**src/rtl/instr_loader_pkg.sv**
```systemverilog
`default_nettype none
// ============================================================================
// instr_loader_pkg : state encoding and defaults shared by the image loader
// Revision 1.0
// ============================================================================
package instr_loader_pkg;

    localparam logic [2:0] ST_SYNC   = 3'd0;
    localparam logic [2:0] ST_LEN_LO = 3'd1;
    localparam logic [2:0] ST_LEN_HI = 3'd2;
    localparam logic [2:0] ST_DATA   = 3'd3;
    localparam logic [2:0] ST_CSUM   = 3'd4;
    localparam logic [2:0] ST_DONE   = 3'd5;
    localparam logic [2:0] ST_ERR    = 3'd6;

    localparam logic [7:0] SYNC_BYTE_DEFAULT = 8'h55;

    function automatic logic state_accepts(input logic [2:0] st);
        return (st != ST_DONE) && (st != ST_ERR);
    endfunction

endpackage
`default_nettype wire

```
**src/rtl/instr_loader_word_pack.sv**
```systemverilog
`default_nettype none
// ============================================================================
// loader_word_pack : packs bytes little-endian into words, keeps running XOR
// Revision 1.0
// ============================================================================
module loader_word_pack (
    input  logic        clk,
    input  logic        rst_n,
    input  logic        clear,
    input  logic        byte_en,
    input  logic [7:0]  byte_in,
    output logic        word_done,
    output logic        word_valid,
    output logic [31:0] word,
    output logic [7:0]  csum
);

    logic [1:0]  idx_q,   idx_d;
    logic [31:0] shift_q, shift_d;
    logic [7:0]  csum_q,  csum_d;
    logic        valid_q, valid_d;
    logic [31:0] word_q,  word_d;

    // Completed words are copied out of the shift register so the next byte
    // can be absorbed while the write strobe is still presenting this word.
    always_comb begin
        idx_d   = idx_q;
        shift_d = shift_q;
        csum_d  = csum_q;
        valid_d = 1'b0;
        word_d  = word_q;
        if (clear) begin
            idx_d   = 2'd0;
            shift_d = 32'd0;
            csum_d  = 8'd0;
        end else if (byte_en) begin
            shift_d = {byte_in, shift_q[31:8]};
            csum_d  = csum_q ^ byte_in;
            idx_d   = idx_q + 2'd1;
            if (idx_q == 2'd3) begin
                valid_d = 1'b1;
                word_d  = shift_d;
            end
        end
    end

    always_ff @(posedge clk) begin
        if (!rst_n) begin
            idx_q   <= 2'd0;
            shift_q <= 32'd0;
            csum_q  <= 8'd0;
            valid_q <= 1'b0;
            word_q  <= 32'd0;
        end else begin
            idx_q   <= idx_d;
            shift_q <= shift_d;
            csum_q  <= csum_d;
            valid_q <= valid_d;
            word_q  <= word_d;
        end
    end

    assign word_done  = byte_en & ~clear & (idx_q == 2'd3);
    assign word_valid = valid_q;
    assign word       = word_q;
    assign csum       = csum_q;

endmodule
`default_nettype wire

```
**src/rtl/instr_loader.sv**
```systemverilog
`default_nettype none
// ============================================================================
// instr_loader : loads a checksummed byte-stream image into instruction memory
// Revision 1.0
// ============================================================================
module instr_loader
    import instr_loader_pkg::*;
#(
    parameter int         ADDR_W    = 8,
    parameter int         MAX_WORDS = 64,
    parameter logic [7:0] SYNC_BYTE = SYNC_BYTE_DEFAULT
) (
    input  logic              clk,
    input  logic              rst_n,
    input  logic [7:0]        rx_data,
    input  logic              rx_valid,
    output logic              rx_ready,
    output logic              imem_we,
    output logic [ADDR_W-1:0] imem_addr,
    output logic [31:0]       imem_wdata,
    output logic              core_rst_n,
    output logic              done,
    output logic              err
);

    localparam int CNT_W = $clog2(MAX_WORDS + 1);

    logic [2:0]        state_q,      state_d;
    logic [7:0]        len_lo_q,     len_lo_d;
    logic [CNT_W-1:0]  len_q,        len_d;
    logic [CNT_W-1:0]  wcnt_q,       wcnt_d;
    logic [ADDR_W-1:0] addr_q,       addr_d;
    logic              rx_ready_q,   rx_ready_d;
    logic              done_q,       done_d;
    logic              err_q,        err_d;
    logic              core_rst_n_q, core_rst_n_d;

    logic        accept;
    logic [15:0] len_full;
    logic        pack_clear;
    logic        pack_en;
    logic        word_done;
    logic        word_valid;
    logic [31:0] word;
    logic [7:0]  csum;

    assign accept     = rx_valid & rx_ready_q;
    assign len_full   = {rx_data, len_lo_q};
    assign pack_clear = accept && (state_q == ST_SYNC);
    assign pack_en    = accept && (state_q == ST_DATA);

    loader_word_pack u_pack (
        .clk        (clk),
        .rst_n      (rst_n),
        .clear      (pack_clear),
        .byte_en    (pack_en),
        .byte_in    (rx_data),
        .word_done  (word_done),
        .word_valid (word_valid),
        .word       (word),
        .csum       (csum)
    );

    always_comb begin
        state_d  = state_q;
        len_lo_d = len_lo_q;
        len_d    = len_q;
        wcnt_d   = wcnt_q;
        addr_d   = addr_q;
        case (state_q)
            ST_SYNC: begin
                if (accept && (rx_data == SYNC_BYTE)) begin
                    state_d = ST_LEN_LO;
                end
            end
            ST_LEN_LO: begin
                if (accept) begin
                    len_lo_d = rx_data;
                    state_d  = ST_LEN_HI;
                end
            end
            ST_LEN_HI: begin
                if (accept) begin
                    if (len_full > 16'(MAX_WORDS)) begin
                        state_d = ST_ERR;
                    end else begin
                        len_d   = CNT_W'(len_full);
                        wcnt_d  = '0;
                        state_d = (len_full == 16'd0) ? ST_CSUM : ST_DATA;
                    end
                end
            end
            ST_DATA: begin
                if (word_done) begin
                    addr_d = ADDR_W'({wcnt_q, 2'b00});
                    wcnt_d = wcnt_q + CNT_W'(1);
                    if ((wcnt_q + CNT_W'(1)) == len_q) begin
                        state_d = ST_CSUM;
                    end
                end
            end
            ST_CSUM: begin
                if (accept) begin
                    state_d = (rx_data == csum) ? ST_DONE : ST_ERR;
                end
            end
            default: begin
                state_d = state_q;
            end
        endcase

        // Status outputs are registered from the next state so they rise
        // in the cycle right after the deciding byte.
        rx_ready_d   = state_accepts(state_d);
        done_d       = (state_d == ST_DONE);
        err_d        = (state_d == ST_ERR);
        core_rst_n_d = (state_d == ST_DONE);
    end

    always_ff @(posedge clk) begin
        if (!rst_n) begin
            state_q      <= ST_SYNC;
            len_lo_q     <= 8'd0;
            len_q        <= '0;
            wcnt_q       <= '0;
            addr_q       <= '0;
            rx_ready_q   <= 1'b0;
            done_q       <= 1'b0;
            err_q        <= 1'b0;
            core_rst_n_q <= 1'b0;
        end else begin
            state_q      <= state_d;
            len_lo_q     <= len_lo_d;
            len_q        <= len_d;
            wcnt_q       <= wcnt_d;
            addr_q       <= addr_d;
            rx_ready_q   <= rx_ready_d;
            done_q       <= done_d;
            err_q        <= err_d;
            core_rst_n_q <= core_rst_n_d;
        end
    end

    assign rx_ready   = rx_ready_q;
    assign imem_we    = word_valid;
    assign imem_addr  = addr_q;
    assign imem_wdata = word;
    assign done       = done_q;
    assign err        = err_q;
    assign core_rst_n = core_rst_n_q;

endmodule
`default_nettype wire

```
**config.mk**
```make
export PLATFORM = sky130hd
export DESIGN_NAME = instr_loader
export DESIGN_NICKNAME = d
export VERILOG_FILES = /design/src/rtl/instr_loader_pkg.sv /design/src/rtl/instr_loader_word_pack.sv /design/src/rtl/instr_loader.sv
export SDC_FILE = /design/constraint.sdc
export NUM_CORES = 1
export LEC_CHECK = 0
export CAP_MARGIN = 20
export CORE_MARGIN = 3
export CORE_UTILIZATION = 49
export CTS_BUF_LIST = sky130_fd_sc_hd__clkbuf_8 sky130_fd_sc_hd__clkbuf_16
export DETAILED_ROUTE_END_ITERATION = 10
export PLACE_DENSITY = 0.81
export SLEW_MARGIN = 15
export SYNTH_ARGS = -nofsm -noshare
export SYNTH_HDL_FRONTEND = slang
export SYNTH_SLANG_ARGS = --single-unit
```
**constraint.sdc**
```tcl
create_clock -name clk -period 2.2 [get_ports clk]
set_clock_uncertainty 0.2 [all_clocks]
set_input_delay 0.22 -clock clk [delete_from_list [all_inputs] [get_ports clk]]
set_output_delay 0.22 -clock clk [all_outputs]
set_load 0.05 [all_outputs]
```
# Word level (Yosys, flattened, before mapping)
# Index checks and enable logic that the tools add are counted.
[word_totals] regBits=109 inputBits=11 out_inout_bits=45 elab_cells=68
[op_classes] addsub=2 magnitude_cmp=1 eq_ne=15 n_mux=15 n_bitwise=8 reduce_logical=14
[op_table] operator="3-bit 2-to-1 mux" n=8
[op_table] operator="7-bit 2-to-1 mux" n=3
[op_table] operator="16-bit by 7-bit greater-than comparator with 1-bit output, second input constant" n=1
[op_table] operator="16-bit logical NOT" n=1
[op_table] operator="3-bit one-hot mux with 5 select lines" n=1
[op_table] operator="7-bit one-hot mux with 2 select lines" n=1
[op_table] operator="3-bit equality test, second input constant" n=3
[op_table] operator="8-bit by 7-bit equality test with 1-bit output, second input constant" n=1
[op_table] operator="8-bit equality test" n=1
[op_table] operator="8-bit bitwise XOR" n=1
[op_table] operator="7-bit by 1-bit adder with 7-bit output, second input constant" n=1
[op_table] operator="7-bit equality test" n=1
[op_table] operator="3-bit by 2-bit equality test with 1-bit output, second input constant" n=2
[op_table] operator="3-bit inequality test, second input constant" n=2
[op_table] operator="3-bit AND reduction" n=2
[op_table] operator="1-bit logical AND" n=4
[op_table] operator="2-bit inequality test, second input constant" n=2
[op_table] operator="1-bit inverter" n=4
[op_table] operator="2-bit AND reduction" n=2
[op_table] operator="4-bit AND reduction" n=1
[op_table] operator="1-bit bitwise AND" n=3
[op_table] operator="3-bit by 1-bit equality test with 1-bit output, second input constant" n=1
[op_table] operator="3-bit logical NOT" n=1
[op_table] operator="3-bit OR reduction" n=1
[op_table] operator="7 further kinds" n=7

# Depth between registers and ports, before layout
# Gate-level depths: netlist (run 1).
[depth] word_depth=9 ltp_mapped=9 depth_no_buf=7

# Hierarchy
# Synthesis (run 1) repeated with hierarchy kept, for this count alone.
[unflattened] cells_unflattened=470 area_unflattened_um2=4445.5
[by_module_without_submodules] module="loader_word_pack" n_inst=1 cells_each=264 area_each_um2=2593.7 seq_area_each_um2=1341.3
[by_module_without_submodules] module="instr_loader" n_inst=1 cells_each=206 area_each_um2=1851.8 seq_area_each_um2=680.7

# Worst setup path before layout (run 1)
# Ideal clock, no wire load.
[synth_timing] kind="reg2reg" from="reg rx_ready_q (netlist: rx_ready)" to="reg wcnt_q[3]" setup_ps=115 arrival_time_ps=2164 t_required_ps=1885 slack_ps=-279 stages_incl_launch_ff=8 path_buffers=1 period_less_slack_ps=2479 path_cell_list="dfxtp_1 nand2_1 or4_4 or3_4 buf_6 a22o_1 a21oi_1 nor2b_1"
[synth_between] elab_chain_len=7 elab_cells_between_ends=9 classes_between="eq/ne (2); bitwise (4); reduce/logical (3)"
[synth_lines] element="from (decl)" line_no="instr_loader.sv:33" source="logic rx_ready_q, rx_ready_d;"
[synth_lines] element="from (signal assigned)" line_no="instr_loader.sv:137" source="rx_ready_q <= rx_ready_d;"
[synth_lines] element="1-bit bitwise AND (*)" line_no="instr_loader.sv:47" source="assign accept = rx_valid & rx_ready_q;"
[synth_lines] element="1-bit logical AND" line_no="instr_loader.sv:49" source="assign pack_clear = accept && (state_q == ST_SYNC);"
[synth_lines] element="1-bit inverter" line_no="instr_loader_word_pack.sv:63" source="assign word_done = byte_en & ~clear & (idx_q == 2'd3);"
[synth_lines] element="1-bit bitwise AND (2 in series)" line_no="instr_loader_word_pack.sv:63"
[synth_lines] element="2-bit by 1-bit inequality test with 1-bit output (no line)"
[synth_lines] element="4-bit AND reduction (no line) (*)"
[synth_lines] element="to (signal assigned)" line_no="instr_loader.sv:135" source="wcnt_q <= wcnt_d;"
[synth_lines] element="to (decl)" line_no="instr_loader.sv:31" source="logic [CNT_W-1:0] wcnt_q, wcnt_d;"
# Mark *: on every way between the ends. The rest lies on a longest branch, timed or not.
# A chain may end at the register's enable or synchronous reset.

# Worst setup path in the final report (run 1)
[layout_timing] from="reg len_lo_q[3]" to="reg rx_ready_q (netlist: rx_ready)"
[layout_between] elab_chain_len=7 elab_cells_between_ends=9 classes_between="order compare (1); eq/ne (2); mux (4); reduce/logical (2)"
[layout_lines] element="from (decl)" line_no="instr_loader.sv:29" source="logic [7:0] len_lo_q, len_lo_d;"
[layout_lines] element="from (signal assigned)" line_no="instr_loader.sv:133" source="len_lo_q <= len_lo_d;"
[layout_lines] element="branches (longest 2 deep; another with 16-bit by 7-bit greater-than comparator with 1-bit output)"
[layout_lines] element="3-bit 2-to-1 mux (*)" line_no="instr_loader.sv:84" source="if (len_full > 16'(MAX_WORDS)) begin"
[layout_lines] element="3-bit 2-to-1 mux (*)" line_no="instr_loader.sv:83" source="if (accept) begin"
[layout_lines] element="3-bit one-hot mux with 5 select lines (*)" line_no="instr_loader.sv:70" source="case (state_q)"
[layout_lines] element="3-bit inequality test" line_no="instr_loader_pkg.sv:19" source="return (st != ST_DONE) && (st != ST_ERR);"
[layout_lines] element="1-bit logical AND (*)" line_no="instr_loader_pkg.sv:19"
# Every way passes the cells marked *.

==> out/qor.txt, run 1 <==
placed standard-cell area = 5030 µm²
crit share post-route = 105%
slowest CP cell = or4_4
top-count cell post-synth = nand2_1
Synth Warn # = 0
failing checks = setup timing
Pwr Density = 578 nW/µm²
IO Pins = 56
Lkg Pwr = 0.00195 µW
Worst-Skew Late Latency = 0.37 ns
number of routed nets with antenna violations = 0
gr usage total = 20.0%
Pre-Repair DR Iteration Count = 4
Starting Density = 50.5%
DR DRC count = 0
Mapped Area = 4170 µm²
Antenna diodes = 0
multiplexer share of the synthesized area = 3.60%
top post-synthesis cells by area = dfxtp_1 48%, nand2_1 12%, a21boi_0 7.4%
core area = 8260 µm²
Multi-input gate area = 2130 µm²
Cells after Synth = 489
buffers added on ports = 53
crit start category = register
WP data arrival = 2.41 ns
largest net degree at the start of global routing = 49
RD Place Congestion = 0.923
CP top delay family = compound AO/OA/AOI/OAI gates
EDFF count, synth = 0
CTS Hold Bufs = 0
clk slew on worst S/H paths = 0.10 ns
# nets final = 572
cell breakdown of the critical path = or4_4 -> o31a_1 -> o41ai_2 -> a211oi_2 -> xnor2_1 -> a21boi_1
setup violators final = 18
Worst Setup End Kind = register
routed len/inst = 14.4 µm
Crit Path Class = register to register
first-pass GRT wire length = 16.0 mm
Max stage delay on crit path = 0.56 ns
Setup TNS = -1.03 ns
Synth Area in Simple Gates = 23.6%
TritonCTS buffer count = 9
Tot Pwr = 3100 µW
Crit Path Max Fanout = 4
CTS Root Cell = clkbuf_8
XOR/XNOR share of the synthesized area = 5.67%
final hold violations = 0
HP Class = register to register
total clock sinks = 101
#FFs+latches synth = 101
Fillers = 679
most instantiated cells after synthesis = 134 x nand2_1, 101 x dfxtp_1, 41 x a21boi_0
Die X = 98.3 µm
DR vias = 3563
Seq/Total Area, Yosys = 48.5%
RSZ-0062 raised after global routing = yes
die area = 9660 µm²
cell area after layout = 5370 µm²
Most used DFF post-synth = dfxtp_1
Post-synth ARST share = 0%
setup ws final = -0.118 ns
IR drop worst, VDD = 0.351 mV
num rows = 33
drt total wl = 9.63 mm
status = finished with violations
synth-to-layout area growth = 28.8%
worst slew pin tran = 0.510 ns
initial antenna violation count = 0
Rel. slew slack = 65.9%
Critical path buffers and inverters = 0
CTS H-tree lvls = 3
Max clock buf depth = 2
DIE HEIGHT = 98.3 µm
largest family of logic cells by synthesized area = simple AND/OR/NAND/NOR gates
routed vias/inst = 5.33
Iter 0 DRT Violations = 197
Synth Area in Adders = 0.600%
Synth Area in Compound Gates = 14.2%
Reg area = 2030 µm²
cell taking the most area after synthesis = dfxtp_1
Slew Viols, Final = 0
CTS tree = yes
GR Overflow Total = 0
vias in the first global route = 3448
Max Cap Viol = 0
Avg Inst Size Synth = 8.53 µm²
share of the synthesized area in the top cell type = 48.5%
Critical Path RT = 2.29 ns
Netlist cell types = 41
Peak Freq = 431 MHz
DP Wirelength = 6.43 mm
layout cells sized above 1 = 15.4%
min Tclk post-route = 2.32 ns
-- cell families (layout without fill, tap and decap cells) --
group / count (synthesis) / count (layout)
compound gates: 89 / 89
xor+xnor: 27 / 27
fa+ha+maj: 2 / 2
buf+inv: 36 / 110
flops: 101 / 101
mux: 15 / 15
other cells: 1 / 2
simple gates: 218 / 218
-- where the power goes --
group | switching [µW] | total (µW) | internal (µW)
combinational | 70.6 | 132 | 61.6
sequential | 0.735 | 1830 | 1830
clock | 706 | 1140 | 438
total | 777 | 3100 | 2330
-- worst register-to-register path, cell delays in order, from the launching register on --
cell      delay (ns)
dfxtp_2         0.33
or4_4           0.56
o31a_1          0.30
o41ai_2         0.42
a211oi_2        0.12
xnor2_1         0.16
a21boi_1        0.16
-- final timing paths --
check / cells past startpoint / to / slack [ns] / startpoint
setup reg to reg: 6 / rx_ready / -0.12 / len_lo_q[3]
hold reg to reg: 2 / u_pack.shift_q[10] / 0.26 / u_pack.shift_q[10]
hold / removal: 2 / u_pack.shift_q[10] / 0.26 / u_pack.shift_q[10]
setup / recovery: 6 / rx_ready / -0.12 / len_lo_q[3]
-- what timing repair did --
| action | in CTS | in global routing |
|---|---|---|
| pin swaps | 3 | 7 |
| setup buffers | 0 | 1 |
| endpoints found under the setup margin | 19 | 56 |
| gates resized for setup | 16 | 26 |
-- registers in the layout, indices dropped and copies added (netlist names) --
| name | flops |
|---|---|
| u_pack.word_valid | 1 |
| imem_addr | 6 |
| core_rst_n | 1 |
| rx_ready | 1 |
| u_pack.csum | 8 |
| state_q | 3 |
| wcnt_q | 7 |
| u_pack.word | 32 |
| u_pack.shift_q | 24 |
| u_pack.idx_q | 2 |
| len_q | 7 |
| len_lo_q | 8 |
| err | 1 |
-- cells in the final DEF (no fill, tap or decap), drive strengths merged --
cell type,count
clkinv,4
dfxtp,101
nand2,134
and3,4
mux2i,15
nor2,19
nor3b,1
clkbuf,9
o41ai,3
clkinvlp,1
o31ai,2
nand3,7
xor2,12
nand3b,2
nand2b,3
ha,2
a22o,2
a211oi,1
clkdlybuf4s50,53
buf,39
or3,6
nor4,4
o21a,2
or4,2
inv,4
nand4,3
o21ai,6
nor2b,20
a21boi,42
o31a,1
xnor2,15
conb,2
and2,4
and3b,1
o311ai,2
a21oi,28
or2,1
nor3,7
-- per-stage QoR --
stage               utilization (%)  hold WS [ns]  cells  worst slack [ns]
detailed placement             60.9         0.249    653            -0.410
global route                   65.1         0.288    669            -0.203
floorplan                         -         0.165    490           -0.0555
CTS                            64.0         0.264    669           -0.0616
global placement               60.9         0.246    653            -0.303
finish                         65.1         0.262    669            -0.118
-- per-layer routing --
metal / routed length (µm) / track usage (%) / vias to the layer above
met4: 208 / 9.24 / 0
met2: 4710 / 32.5 / 91
met5: 0 / 0 / -
li1: - / - / 1765
met3: 395 / 3.64 / 19
met1: 4320 / 25.9 / 1688
-- cell type report --
type                       count  share of cell area, %
clock inverter                 7                   1.33
tap                          105                   2.44
multi-input combinational    353                   39.7
timing repair buffer          92                   16.2
sequential                   101                   37.8
inverter                       2                  0.140
clock buffer                   9                   2.31
(Power assumes the default switching activity.)
==> inputs of run 2 (changes only) <==
SETUP_SLACK_MARGIN = 0.2   (was not set)
==> run 2 against run 1 <==
Net effect: the flow still finishes with violations (setup timing); die area stayed put; final cell count up 0.15%; critical path depth rose by 1; clock-buffer cell count stayed put; core utilization increased by 0.88 points; sequential power about the same; register-to-register slack worse by 0.03 ns.
==> out/qor.txt, run 2 (same netlist as run 1, synthesis figures left out) <==
failing checks = setup timing
final hold violations = 0 (unchanged)
max reg flops = 32 (unchanged)
gr usage total = 20.5% (+0.53 points)
status = finished with violations
commonest non-fill, non-tap cell in the layout = nand2_1
placed standard-cell area = 5060 µm² (+0.65%)
HP Class = register to register
IO Pins = 56 (unchanged)
Hold Path Depth = 2 (unchanged)
post-layout util = 66.0% (+0.88 points)
Die X = 98.3 µm (unchanged)
total clock sinks = 101 (unchanged)
Pre-Repair DR Iteration Count = 4 (unchanged)
Pwr Density = 554 nW/µm² (-4.0%)
Iter 0 DRT Violations = 114 (-42%)
Slew Viols, Final = 0 (unchanged)
top layer in use = met4
drt total wl = 9.54 mm (-0.97%)
crit start category = register
Metal-1 WL = 4.26 mm (-1.3%)
most frequent CP cell = o311ai_4
first-pass GRT wire length = 16.3 mm (+2.4%)
CTS H-tree lvls = 3 (unchanged)
Antenna diodes = 0 (unchanged)
Max clock buf depth = 2 (unchanged)
Max stage delay on crit path = 0.55 ns (about the same)
crit share post-route = 107% (+1.2 points)
Crit Path Max Fanout = 4 (unchanged)
routed len/inst = 14.2 µm (-1.1%)
Peak Freq = 426 MHz (-1.2%)
CTS tree = yes
DR WL met2 = 4.75 mm (+0.85%)
Fillers = 655 (-3.5%)
setup violators final = 19 (+1)
Critical Path RT = 2.30 ns (about the same)
Tot Pwr = 3020 µW (-2.7%)
DIE HEIGHT = 98.3 µm (unchanged)
Lkg Pwr = 0.00199 µW (+2.4%)
WP data arrival = 2.44 ns (+0.03 ns)
worst r2r path cells = 7 (+1)
Worst-Skew Late Latency = 0.37 ns (about the same)
# nets final = 574 (+0.35%)
RD Place Congestion = 0.978 (+5.9%)
Max Cap Viol = 0 (unchanged)
Crit Path Class = register to register
Starting Density = 50.5% (unchanged)
DR DRC count = 0 (unchanged)
largest net degree at the start of global routing = 41 (-16%)
min Tclk post-route = 2.35 ns (+0.0272 ns)
CTS Root Cell = clkbuf_8
routed vias/inst = 5.20 (-2.4%)
IR drop worst, VDD = 0.386 mV (+9.9%)
clk slew on worst S/H paths = 0.10 ns (about the same)
DP Wirelength = 6.42 mm (-0.14%)
core area = 8260 µm² (unchanged)
TritonCTS buffer count = 9 (unchanged)
vias in the first global route = 3470 (+0.64%)
DR vias = 3483 (-2.2%)
Worst Setup End Kind = register
layout cells sized above 1 = 16.5% (+1.0 points)
Rel. slew slack = 65.7% (-0.21 points)
die area = 9660 µm² (unchanged)
Fin Hold WS = 0.264 ns (+0.00241 ns)
initial antenna violation count = 0 (unchanged)
RSZ-0062 raised after global routing = yes
CTS Hold Bufs = 0 (unchanged)
number of routed nets with antenna violations = 0 (unchanged)
buffers added on ports = 53 (unchanged)
post-place setup slack = -0.285 ns (+0.125 ns)
cell area after layout = 5450 µm² (+1.4%)
commonest non-fill, non-tap cells in the layout = 133 x nand2_1, 96 x dfxtp_1, 52 x clkdlybuf4s50_1
cell breakdown of the critical path = or4_4 -> buf_6 -> or3_4 -> o311ai_4 -> o311ai_4 -> xnor2_1 -> a21boi_1
setup ws final = -0.146 ns (-0.0272 ns)
routed wl met3 = 408 µm (+3.3%)
GR Overflow Total = 0 (unchanged)
synth-to-layout area growth = 30.6%
slowest CP cell = or4_4
worst slew pin tran = 0.513 ns (+0.00311 ns)
num rows = 33 (unchanged)
## run 2: changes by cell type in the layout (fill, tap and decap cells not counted), sizes merged
cell,change
clkdlybuf4s50,-1
dlymetal6s2s,+1
buf,+1
inv,-1
bufbuf,+1
## run 2: path summary, 6_finish.rpt
kind	endpoint	slack (ns)	from
max	rx_ready	-0.15	len_lo_q[3]
min	u_pack.word[4]	0.26	u_pack.word[4]
max reg2reg	rx_ready	-0.15	len_lo_q[3]
min reg2reg	u_pack.word[4]	0.26	u_pack.word[4]
## run 2: critical path: cells and delay by family (launching register included)
family	cells	cell delay (ns)
xor+xnor	1	0.16
simple gates	2	0.88
buf+inv	1	0.14
compound gates	3	0.58
flops	1	0.33
## run 2: metal layers
layer	vias to the layer above	GRT usage [%]
li1	1762	-
met1	1632	26.7
met2	77	33.9
met3	12	3.14
met4	0	8.72
met5	-	0
## run 2: area by class of cell
cell class | instances | area [µm²] | area share, %
clock buffer | 9 | 124 | 2.27
clock inverter | 6 | 50.0 | 0.919
inverter | 2 | 7.51 | 0.138
multi-input combinational | 353 | 2180 | 40.1
sequential | 101 | 2030 | 37.3
tap | 105 | 131 | 2.41
timing repair buffer | 94 | 918 | 16.9
## run 2: timing repair
| item | CTS | global route |
|---|---|---|
| setup buffers | 0 | 1 |
| setup endpoints to repair | 28 | 87 |
| gates cloned | 1 | 0 |
| pin swaps | 12 | 9 |
| endpoints found under the hold margin | 0 | 0 |
| resized for setup | 23 | 26 |
## run 2: power by group
part	internal, µW	switching [µW]	total, µW
Combinational	59.8	69.8	130
Sequential	1830	0.675	1830
Clock	417	645	1060
Total	2300	715	3020
## run 2: metrics by stage
stage,cells,TNS (ns)
2_1_floorplan,490,-0.171
3_3_place_gp,653,-3.39
3_5_place_dp,653,-3.62
4_1_cts,669,-0.999
5_1_grt,670,-2.63
6_report,670,-1.42
==> patch, RTL diff (settings of run 1) <==
The parameter `ADDR_W` goes from 8 to 9.
--- a/src/rtl/instr_loader.sv
+++ b/src/rtl/instr_loader.sv
@@ -6,7 +6,7 @@
 module instr_loader
     import instr_loader_pkg::*;
 #(
-    parameter int         ADDR_W    = 8,
+    parameter int         ADDR_W    = 9,
     parameter int         MAX_WORDS = 64,
     parameter logic [7:0] SYNC_BYTE = SYNC_BYTE_DEFAULT
 ) (
Interface: changed (resized imem_addr); port bits go from 56 to 57. No check against the original RTL was run, so the function may have changed too.
==> patch against run 1 <==
- the flow still finishes with violations (setup timing)
- sequential cell count rose by 1
- worst setup slack lost 0.0057 ns
- critical path depth unchanged
- cell area did not move
- clock power is 6% higher
- count of clock-buffer cells in the layout stayed put
- fmax shrank 0.24%
- synthesized area increased by 3.2%
- total power grew 2.8%
- wire length shrank 2.9%
- cell count up 0.75%
- critical endpoint is now core_rst_n
==> patch: results (changes against run 1) <==
- The actual transition at the worst max-transition pin is 0.521 ns (+0.0117 ns).
- The number of global-route vias before repair is 3351 (-2.8%).
- The flow ran to the end, but the final reports show violations.
- The total global-route track usage is 19.1% (-0.91 points).
- In this design, the largest share of critical-path delay is due to simple AND/OR/NAND/NOR gates.
- The final critical-path setup slack is -0.124 ns (-0.00565 ns).
- The total length of routed wires is 9.35 mm (-2.9%).
- The largest net degree at the start of global routing was 44 (-10%).
- The count of vias placed by the detailed router is 3564 (+0.028%).
- The area share of fa/ha/maj cells after synthesis is 0.581% (-0.018 points).
- The portion of the post-synthesis area used by sequential elements was 47.4% (-1.0 points).
- The largest incremental delay on the critical path came to 0.53 ns (-0.03 ns).
- The number of optimization iterations in the first detailed-route pass is 5 (+1).
- The sequential cell area is 2040 um^2 (+0.55%).
- The share of the synthesized area in compound gates (AO/OA/AOI/OAI) is 14.6% (+0.40 points).
- After synthesis, the cell types taking the most area are sky130_fd_sc_hd__dfxtp_1, sky130_fd_sc_hd__nand2_1, sky130_fd_sc_hd__a21boi_0, sky130_fd_sc_hd__xor2_1, sky130_fd_sc_hd__mux2i_1.
- The total setup violations reported at the end of the flow is 4 (-14).
- The multiplexer share of the synthesized area is 3.49% (-0.11 points).
- The internal power component is 2.45 mW (+5.3%).
- The count of mapped cells out of synthesis is 495 (+1.2%).
- The detailed placement HPWL is 6.66 mm (+3.5%).
- The setup TNS after final layout was -0.341 ns (+0.688 ns).
- The checks that failed: setup timing.
- The placed standard-cell area is 5110 um^2 (+1.6%).
- The placer's final routability congestion estimate is 0.876 (-5.0%).
- The layout net count came to 577 (+0.87%).
- The post-cts sizing count is 2 (-14).
- The worst slack at placement came to -0.487 ns (-0.0778 ns).
- The maximum vdd drop is 452 uV (+29%).
- The number of DRC markers after the initial detailed-route iteration came to 153 (-22%).
- By count the netlist is led by sky130_fd_sc_hd__nand2_1, sky130_fd_sc_hd__dfxtp_1, sky130_fd_sc_hd__a21boi_0, sky130_fd_sc_hd__a21oi_1.
- The post-placement cell count is 658 (+0.77%).
- The fraction of layout cells with a size suffix above 1 is 13.4% (-2.1 points).
- The number of unique standard cell types used by synthesis is 51 (+24%).
- The fill cell total of the finished layout is 690 (+1.6%).
- The leakage component of the power is 1.93 nW (-1.0%).
- The routed wirelength normalized by instance count is 13.9 um (-3.7%).
- The number of buffer cells added on primary ports is 54 (+1.9%).
patch: cell types whose count changed in the layout (fill, tap and decap cells not counted), moves of 4 or more:
cell | before | now
sky130_fd_sc_hd__a21boi_1 | 4 | 0
sky130_fd_sc_hd__o21ai_0 | 1 | 5
sky130_fd_sc_hd__nand2_1 | 134 | 138
sky130_fd_sc_hd__xor2_1 | 12 | 20
sky130_fd_sc_hd__nand3_1 | 7 | 2
sky130_fd_sc_hd__a21boi_0 | 38 | 42
sky130_fd_sc_hd__xnor2_1 | 15 | 7
sky130_fd_sc_hd__dfxtp_1 | 96 | 100
patch: area by class of cell:
class	instances	area share [%]
sequential	102	38.0
multi-input combinational	359	40.1
clock buffer	9	2.31
clock inverter	7	1.44
tap	105	2.44
timing repair buffer	89	15.4
inverter	3	0.210
patch: power groups by stage:
stage,Combinational [mW],Clock [mW],Sequential [mW]
after floorplan,0.0636,0,1.89
after global placement,0.131,0,1.89
after detailed placement,0.133,0,1.89
after CTS,0.134,1.24,1.85
after global routing,0.143,1.33,1.85
final,0.135,1.21,1.85
patch: worst paths after layout:
check / start / to / slack (ns) / cells past startpoint
hold reg to reg: u_pack.shift_q[8] / u_pack.shift_q[8] / 0.26 / 2
setup reg to reg: len_lo_q[0] / core_rst_n / -0.12 / 6
hold / removal: u_pack.shift_q[8] / u_pack.shift_q[8] / 0.26 / 2
setup / recovery: len_lo_q[0] / core_rst_n / -0.12 / 6
patch: routing by layer:
layer	share of wire, %	routed length [um]	global-route usage (%)	vias up
met5	0	0	0	-
met4	1.2	115	4.52	0
met3	5.7	530	4.35	11
met2	48	4450	31.2	107
met1	45	4250	25.6	1670
li1	-	-	-	1776
